==> config.mk <==
export PLATFORM = sky130hd
export DESIGN_NAME = uart_word_framer
export DESIGN_NICKNAME = d
export VERILOG_FILES = /design/src/rtl/uart_word_framer.sv
export SDC_FILE = /design/constraint.sdc
export NUM_CORES = 1
export LEC_CHECK = 0
export ABC_CLOCK_PERIOD_IN_PS = 1700
export CAP_MARGIN = 30
export CORE_UTILIZATION = 45
export CTS_BUF_LIST = sky130_fd_sc_hd__clkbuf_2
export CTS_CLUSTER_DIAMETER = 80
export DETAILED_ROUTE_END_ITERATION = 8
export GPL_ROUTABILITY_DRIVEN = 0
export HOLD_SLACK_MARGIN = 0.12
export PLACE_DENSITY = 0.74
export SYNTH_ARGS = -nofsm -noshare
export SYNTH_HDL_FRONTEND = slang
export SYNTH_SLANG_ARGS = --single-unit
==> constraint.sdc <==
create_clock -name clk -period 1.7 [get_ports clk]
set_input_delay 0.17 -clock clk [delete_from_list [all_inputs] [get_ports clk]]
set_output_delay 0.17 -clock clk [all_outputs]
set_load 0.01 [all_outputs]
==> src/rtl/uart_word_framer.sv <==
// uart_word_framer: word/byte adapter between the debug controller and the UART core.
// TX slices an NBITS word into NBITS/DBITS bytes, sent LSB byte first, one handshake per byte.
// RX packs received bytes (LSB byte first) into a word and pulses w_rx_done.
// Optional macro WORD_FRAMER_RX_TIMEOUT_EN: drop a partial RX word after TIMEOUT_CYCLES idle clocks.
// Ports:
//   clk, reset            clock, async active-low reset
//   w_tx_data/start       word request from controller
//   w_tx_busy/done        word TX status (busy while sending, 1-cycle done)
//   w_rx_data/done        assembled word and 1-cycle update strobe
//   b_tx_data/start/done  byte handshake with the UART transmitter
//   b_rx_data/done        byte strobe from the UART receiver
//   rx_err                1-cycle pulse when a partial word times out
module uart_word_framer #(
   parameter int NBITS          = 32,
   parameter int DBITS          = 8,
   parameter int TIMEOUT_CYCLES = 100000
) (
   input  logic             clk,
   input  logic             reset,
   input  logic [NBITS-1:0] w_tx_data,
   input  logic             w_tx_start,
   output logic             w_tx_busy,
   output logic             w_tx_done,
   output logic [NBITS-1:0] w_rx_data,
   output logic             w_rx_done,
   output logic [DBITS-1:0] b_tx_data,
   output logic             b_tx_start,
   input  logic             b_tx_done,
   input  logic [DBITS-1:0] b_rx_data,
   input  logic             b_rx_done,
   output logic             rx_err
);

   localparam int NBYTES = NBITS / DBITS;
   localparam int CW     = (NBYTES > 1) ? $clog2(NBYTES) : 1;
   localparam logic [CW-1:0] LAST = CW'(NBYTES - 1);

   if ((NBITS % DBITS) != 0 || NBITS <= DBITS || TIMEOUT_CYCLES < 1) begin : g_bad_cfg
      $error("uart_word_framer: illegal parameter set");
   end

   typedef enum logic [1:0] {IDLE, SEND, WAIT, DONE} tx_state_t;

   tx_state_t        state, state_nxt;
   logic [NBITS-1:0] tx_shift;
   logic [CW-1:0]    tx_cnt;
   logic             tx_accept;
   logic             tx_advance;

   always_ff @(posedge clk or negedge reset) begin
      if (!reset) state <= IDLE;
      else        state <= state_nxt;
   end

   always_comb begin
      state_nxt  = state;
      tx_accept  = 1'b0;
      tx_advance = 1'b0;
      b_tx_start = 1'b0;
      w_tx_busy  = 1'b0;
      w_tx_done  = 1'b0;
      unique case (state)
         IDLE: begin
            if (w_tx_start) begin
               tx_accept = 1'b1;
               state_nxt = SEND;
            end
         end
         SEND: begin
            b_tx_start = 1'b1;
            w_tx_busy  = 1'b1;
            state_nxt  = WAIT;
         end
         WAIT: begin
            w_tx_busy = 1'b1;
            if (b_tx_done) begin
               if (tx_cnt == LAST) begin
                  state_nxt = DONE;
               end else begin
                  tx_advance = 1'b1;
                  state_nxt  = SEND;
               end
            end
         end
         DONE: begin
            w_tx_done = 1'b1;
            state_nxt = IDLE;
         end
         default: state_nxt = IDLE;
      endcase
   end

   always_ff @(posedge clk or negedge reset) begin
      if (!reset) begin
         tx_shift <= '0;
         tx_cnt   <= '0;
      end else if (tx_accept) begin
         tx_shift <= w_tx_data;
         tx_cnt   <= '0;
      end else if (tx_advance) begin
         tx_shift <= tx_shift >> DBITS;
         tx_cnt   <= tx_cnt + 1'b1;
      end
   end

   // The low byte stays put through WAIT because the shift only moves on b_tx_done.
   assign b_tx_data = tx_shift[DBITS-1:0];

   logic [NBITS-1:0] rx_shift;
   logic [NBITS-1:0] rx_next;
   logic [CW-1:0]    rx_cnt;
   logic             rx_expire;

   assign rx_next = {b_rx_data, rx_shift[NBITS-1:DBITS]};

`ifdef WORD_FRAMER_RX_TIMEOUT_EN
   localparam int TW = $clog2(TIMEOUT_CYCLES + 1);
   localparam logic [TW-1:0] TLAST = TW'(TIMEOUT_CYCLES - 1);

   logic [TW-1:0] rx_timer;

   // A byte landing on the expiry cycle wins, so expiry is masked by b_rx_done.
   assign rx_expire = !b_rx_done && (rx_cnt != '0) && (rx_timer == TLAST);

   always_ff @(posedge clk or negedge reset) begin
      if (!reset) begin
         rx_timer <= '0;
         rx_err   <= 1'b0;
      end else begin
         rx_err <= rx_expire;
         if (b_rx_done || rx_expire || rx_cnt == '0) rx_timer <= '0;
         else                                         rx_timer <= rx_timer + 1'b1;
      end
   end
`else
   assign rx_expire = 1'b0;
   assign rx_err    = 1'b0;
`endif

   always_ff @(posedge clk or negedge reset) begin
      if (!reset) begin
         rx_shift  <= '0;
         rx_cnt    <= '0;
         w_rx_data <= '0;
         w_rx_done <= 1'b0;
      end else begin
         w_rx_done <= 1'b0;
         if (b_rx_done) begin
            rx_shift <= rx_next;
            if (rx_cnt == LAST) begin
               rx_cnt    <= '0;
               w_rx_data <= rx_next;
               w_rx_done <= 1'b1;
            end else begin
               rx_cnt <= rx_cnt + 1'b1;
            end
         end else if (rx_expire) begin
            rx_shift <= '0;
            rx_cnt   <= '0;
         end
      end
   end

endmodule

==> results.toml, run 1 <==
[status]
status = "finished clean"

[grt]
grt_antenna_before_repair = 0
overflow = 0
grt_pass1_wl_mm = 12.0
gr-usage-all-layers_pct = 17.4
first_global_vias = 2505
grt_max_degree = 41

[detailed_routing]
dr.pass1.iters = 4
route.antenna.remaining_nets = 0
wl_per_cell_um = 14.9
via_per_inst = 5.11
drc = 0
route.vias.total = 2501
routed_wl_mm = 7.31
first_iter_violations = 42

[setup_path]
crit_path_top_delay_cell = "clkdlybuf4s50_1"
cp_data_arrival_time_ns = 1.45
crit_cells = 1
max_stage_delay_ns = 0.53
path_cells = "clkdlybuf4s50_1"
crit_buf_inv = 1
rr_worst_depth = 6
critPathMaxFanout = 2
required_ns = 1.53
cp_top_family = "buffers and inverters"
critPathKind = "flop to primary output"
end_kind = "primary output"
start_kind = "flop"

[sta]
fin_skew_ns = 0.0360
tightest_slew_ns = 0.554
slew_violations = 0
setup_ws_ns = 0.0780
final-hold-violation-count = 0
rsz0062_at_grt = "true"
slew_headroom_pct = 63.1
setup-violations-final = 0
period_needed_ns = 1.62
timing.final.crit_share_pct = 95.4
holdWs_ns = 0.216
fmax_ghz = 0.617

[placement]
io_buffers = 88
place_area_um2 = 4950
dp_cells = 465
place_ws_ns = 0.103
hpwl_mm = 5.02

[synthesis]
yosysTopAreaCellShare_pct = 59.7
syn_area_per_cell_um2 = 13.8
synth_top_area_cell = "dfrtp_1"
netlist_area_um2 = 3980
syn_inst = 288
ys_seq_area_share_pct = 59.7
ys_types = 27
syn_nets = 339
ys_ff_latch = 95
ys_warn_count = 0
ys_top_cells_by_area = "dfrtp_1, mux2_1, mux2_2"

[layout]
nFillCells = 703
layout_commonest_cell = "dfrtp_1"
final_cell_mix = "dfrtp_1, clkdlybuf4s50_1, mux2_1, mux2_2, mux2i_1"
drive_gt1_share_pct = 18.5
area_growth_syn_to_layout_pct = 29.8
nNetsFinal = 431
final-instance-count-excl-fill = 489
final_core_util_pct = 61.7
stdcell_area_um2 = 5170
n_antenna_cell = 0

[floorplan]
die_area_um2 = 9230
initial_core_util_pct = 47.5
row_count = 33
ioPinCount = 90
die_height_um = 96.1
core_um2 = 8380
fp.dieW_um = 96.1

[clocking]
clk_pin_slew_ns = 0.25
insertion_delay_ns = 0.54
clockBufferDepth = 2
clock-sinks = 95
cts_buffers = 9
tritoncts = "yes"
h-tree-depth = 3
root_buffer = "clkbuf_2"

[min_path]
hold_path_depth = 3
min_path_type = "primary input to flop"

[flow_run]
drv_cap = 0

[pwr]
p_leak_nw = 2.60
powerDensity_nw_per_um2 = 1550
peakVddDrop_mv = 0.723
==> metrics by stage <==
step / TNS, ns / power (mW)
after floorplan: 0 / 5.55
after detailed placement: 0 / 7.00
after global placement: 0 / 6.88
final: 0 / 8.00
after CTS: 0 / 8.15
after global routing: -0.0255 / 8.57
==> cells by family (layout without fill, tap and decap cells) <==
kind of cell / after synthesis / in the layout / synth area share [%]
buffers and inverters: 31 / 127 / 5.47
AOI/OAI and AO/OA: 36 / 36 / 5.47
and+or+nand+nor: 35 / 35 / 4.49
muxes: 83 / 83 / 22.7
adders and majority gates: 6 / 6 / 1.88
DFF: 95 / 95 / 59.7
xor gates and xnor gates: 1 / 1 / 0.220
other: 1 / 1 / 0.0942
==> path summary, 6_finish.rpt <==
check                              startpoint             to  slack [ns]
worst min register to register    rx_shift[8]   w_rx_data[0]        0.50
worst max-delay path            w_rx_data[30]  w_rx_data[30]        0.08
worst min-delay path             w_tx_data[7]    tx_shift[7]        0.22
max in group asynchronous               reset  w_rx_data[20]        0.46
worst max register to register       state[1]   tx_shift[23]        0.12
min in group asynchronous               reset   tx_shift[20]        0.66
==> synthesized netlist by cell type, drive strengths merged <==
library cell  instances
buf                  26
conb                  1
dfrtp                95
nor2b                 1
o22a                  1
a22o                  8
o2bb2ai               1
xor2                  1
a21oi                 3
nand3                23
o21ai                23
mux2i                25
nand2                 2
nor2                  5
ha                    6
mux2                 58
nand3b                1
inv                   4
nand2b                1
and2                  2
clkbuf                1
==> cell type report <==
cell class	instances	area, um2	share of cell area [%]
sequential	95	2380	46.0
tap	105	131	2.54
timing repair buffer	108	1120	21.6
inverter	4	15.0	0.290
clock buffer	9	45.0	0.871
clock inverter	6	93.8	1.82
multi-input combinational	162	1390	26.9
==> what timing repair did <==
action	4_1_cts	5_1_grt
endpoints found under the hold margin	95	0
buffers inserted	5	2
setup endpoints to repair	20	21
resized for setup	31	18
hold buffers	2	0
==> flip-flops by register name, summed over array words and instances, names as in the netlist <==
register / cells
rx_cnt: 2
rx_shift: 24
state: 2
tx_cnt: 2
tx_shift: 32
w_rx_data: 32
w_rx_done: 1
==> where the power goes <==
part | switching, mW | internal (mW)
Combinational | 1.43 | 1.77
Sequential | 0.445 | 3.12
Clock | 0.752 | 0.489
Total | 2.63 | 5.38
==> metal layers <==
layer  up-vias  part of all wire, %  GRT usage, %
met5         -                    0             0
met4         0                  1.7          7.96
met3         9                  3.6          2.92
met2        50                   48          27.7
met1      1248                   46          23.2
li1       1194                    -             -
(Power assumes the default switching activity.)
==> inputs of run 2 (changes only) <==
- CORE_UTILIZATION: 45 -> 40
- PLACE_DENSITY: 0.74 -> 0.67
- TNS_END_PERCENT: unset -> 50
==> results.toml, run 2 (synthesis results as in run 1) <==
[status]
status = "finished clean"

[flow_run]
drv_cap = 0

[placement]
hpwl_mm = 4.84
io_buffers = 88
dp_cells = 491
place_ws_ns = 0.101

[detailed_routing]
wl_per_cell_um = 14.2
first_iter_violations = 47
routed_wl_mm = 7.31
route.vias.total = 2406
route.antenna.remaining_nets = 0
via_per_inst = 4.68
dr.pass1.iters = 4
drc = 0

[min_path]
whs_endpoint = "tx_shift[23]"
min_path_type = "primary input to flop"
hold_start = "w_tx_data[23]"
hold_path_depth = 3

[floorplan]
core_um2 = 9730
fp.dieW_um = 102
ioPinCount = 90
row_count = 36
die_height_um = 102
die_area_um2 = 10400
initial_core_util_pct = 40.9

[layout]
nNetsFinal = 428
final-instance-count-excl-fill = 514
n_antenna_cell = 0
drive_gt1_share_pct = 18.4
layout_commonest_cell = "dfrtp_1"
nFillCells = 876
final_cell_mix = "dfrtp_1, clkdlybuf4s50_1, mux2_1, mux2_2, dlymetal6s2s_1"
area_growth_syn_to_layout_pct = 30.3
largestRegisters = "tx_shift (32), w_rx_data (32), rx_shift (24)"
final_core_util_pct = 53.3

[setup_path]
rr_worst_depth = 5
cp_data_arrival_time_ns = 1.42
cp_top_family = "flip-flops"
critPathKind = "flop to primary output"
crit_path_top_delay_cell = "dfrtp_1"
max_stage_delay_ns = 0.44
path_cells = "buf_4 -> ha_1 -> buf_2"
rrSetupSlack_ns = 0.13
end_kind = "primary output"
critPathMaxFanout = 3
crit_buf_inv = 2
start_kind = "flop"
rr_endpoint = "tx_shift[13]"
reg2reg_from = "state[1]"
required_ns = 1.53

[clocking]
cts_buffers = 9
root_buffer = "clkbuf_2"
clockBufferDepth = 2
h-tree-depth = 3
tritoncts = "yes"
insertion_delay_ns = 0.55
clk_pin_slew_ns = 0.26
clock-sinks = 95

[sta]
holdWs_ns = 0.162
rsz0062_at_grt = "false"
fmax_ghz = 0.629
setup_ws_ns = 0.109
setup-violations-final = 0
final-hold-violation-count = 0
period_needed_ns = 1.59
timing.final.crit_share_pct = 93.6
slew_violations = 0
fin_skew_ns = 0.0351

[grt]
grt_max_degree = 96
grt_use_met2_pct = 23.2
grt_antenna_before_repair = 0
overflow = 0
grt_busiest_layer = "met2"
first_global_vias = 2363
gr-usage-all-layers_pct = 15.0
gr-usage-met1_pct = 20.1
grt_pass1_wl_mm = 11.8
grt_util_met3_pct = 3.66

[pwr]
peakVddDrop_mv = 0.616
powerDensity_nw_per_um2 = 1530
p_leak_nw = 2.67
run 2: cell count changes in the layout (fill, tap and decap cells not counted), sizes merged:
cell / previous run / this run
buf: 22 / 20
clkbuf: 9 / 10
clkdlybuf4s50: 49 / 43
clkinv: 2 / 1
clkinvlp: 1 / 2
dlygate4sd2: 17 / 15
dlygate4sd3: 2 / 1
dlymetal6s2s: 18 / 26
inv: 5 / 4
run 2: worst max path at each step:
stage | start | to | slack [ns] | depth (start not counted)
after floorplan | state[0] | tx_shift[24] | 0.21 | 7
after global placement | state[0] | tx_shift[13] | 0.16 | 6
after detailed placement | state[0] | tx_shift[14] | 0.10 | 6
after CTS | state[0] | w_tx_busy | -0.004 | 3
after global routing | state[0] | w_tx_done | 0.01 | 3
final | state[0] | w_tx_done | 0.11 | 3
run 2: final cells by class:
type / count / area, um2 / area share (%)
well taps: 133 / 166 / 3.21
flip-flops and latches: 95 / 2380 / 45.8
inverters: 4 / 15.0 / 0.289
repair buffers: 105 / 1100 / 21.2
multi-input cells: 162 / 1390 / 26.8
clock inverters: 5 / 83.8 / 1.62
clock buffers: 10 / 50.0 / 0.965
run 2: routing by layer:
layer,wire [um],vias to the layer above
met5,0,-
met2,3500,46
met1,3390,1168
met4,123,0
met3,303,9
li1,-,1183
run 2: tightest hold or removal path, cell delays in order:
cell	delay, ns
clkdlybuf4s50_1	0.40
nor2_1	0.10
a21oi_1	0.04
run 2: stage by stage:
step	TNS (ns)	power [mW]	cell area, um2
after floorplan	0	5.55	3980
after global placement	0	6.87	4960
after detailed placement	0	6.98	4960
after CTS	-0.00364	8.13	5110
after global routing	0	8.53	5190
final	0	7.94	5190
run 2: report_power, final:
part           switching, mW  internal (mW)
clock                  0.740          0.486
sequential             0.418           3.11
combinational           1.42           1.76
total                   2.58           5.36
run 2: timing repair:
item	4_1_cts	5_1_grt
pin swaps	0	0
cloned	0	0
hold endpoints to repair	95	0
hold buffers	1	0
endpoints found under the setup margin	20	28
setup buffers	5	2
resized for setup	28	28
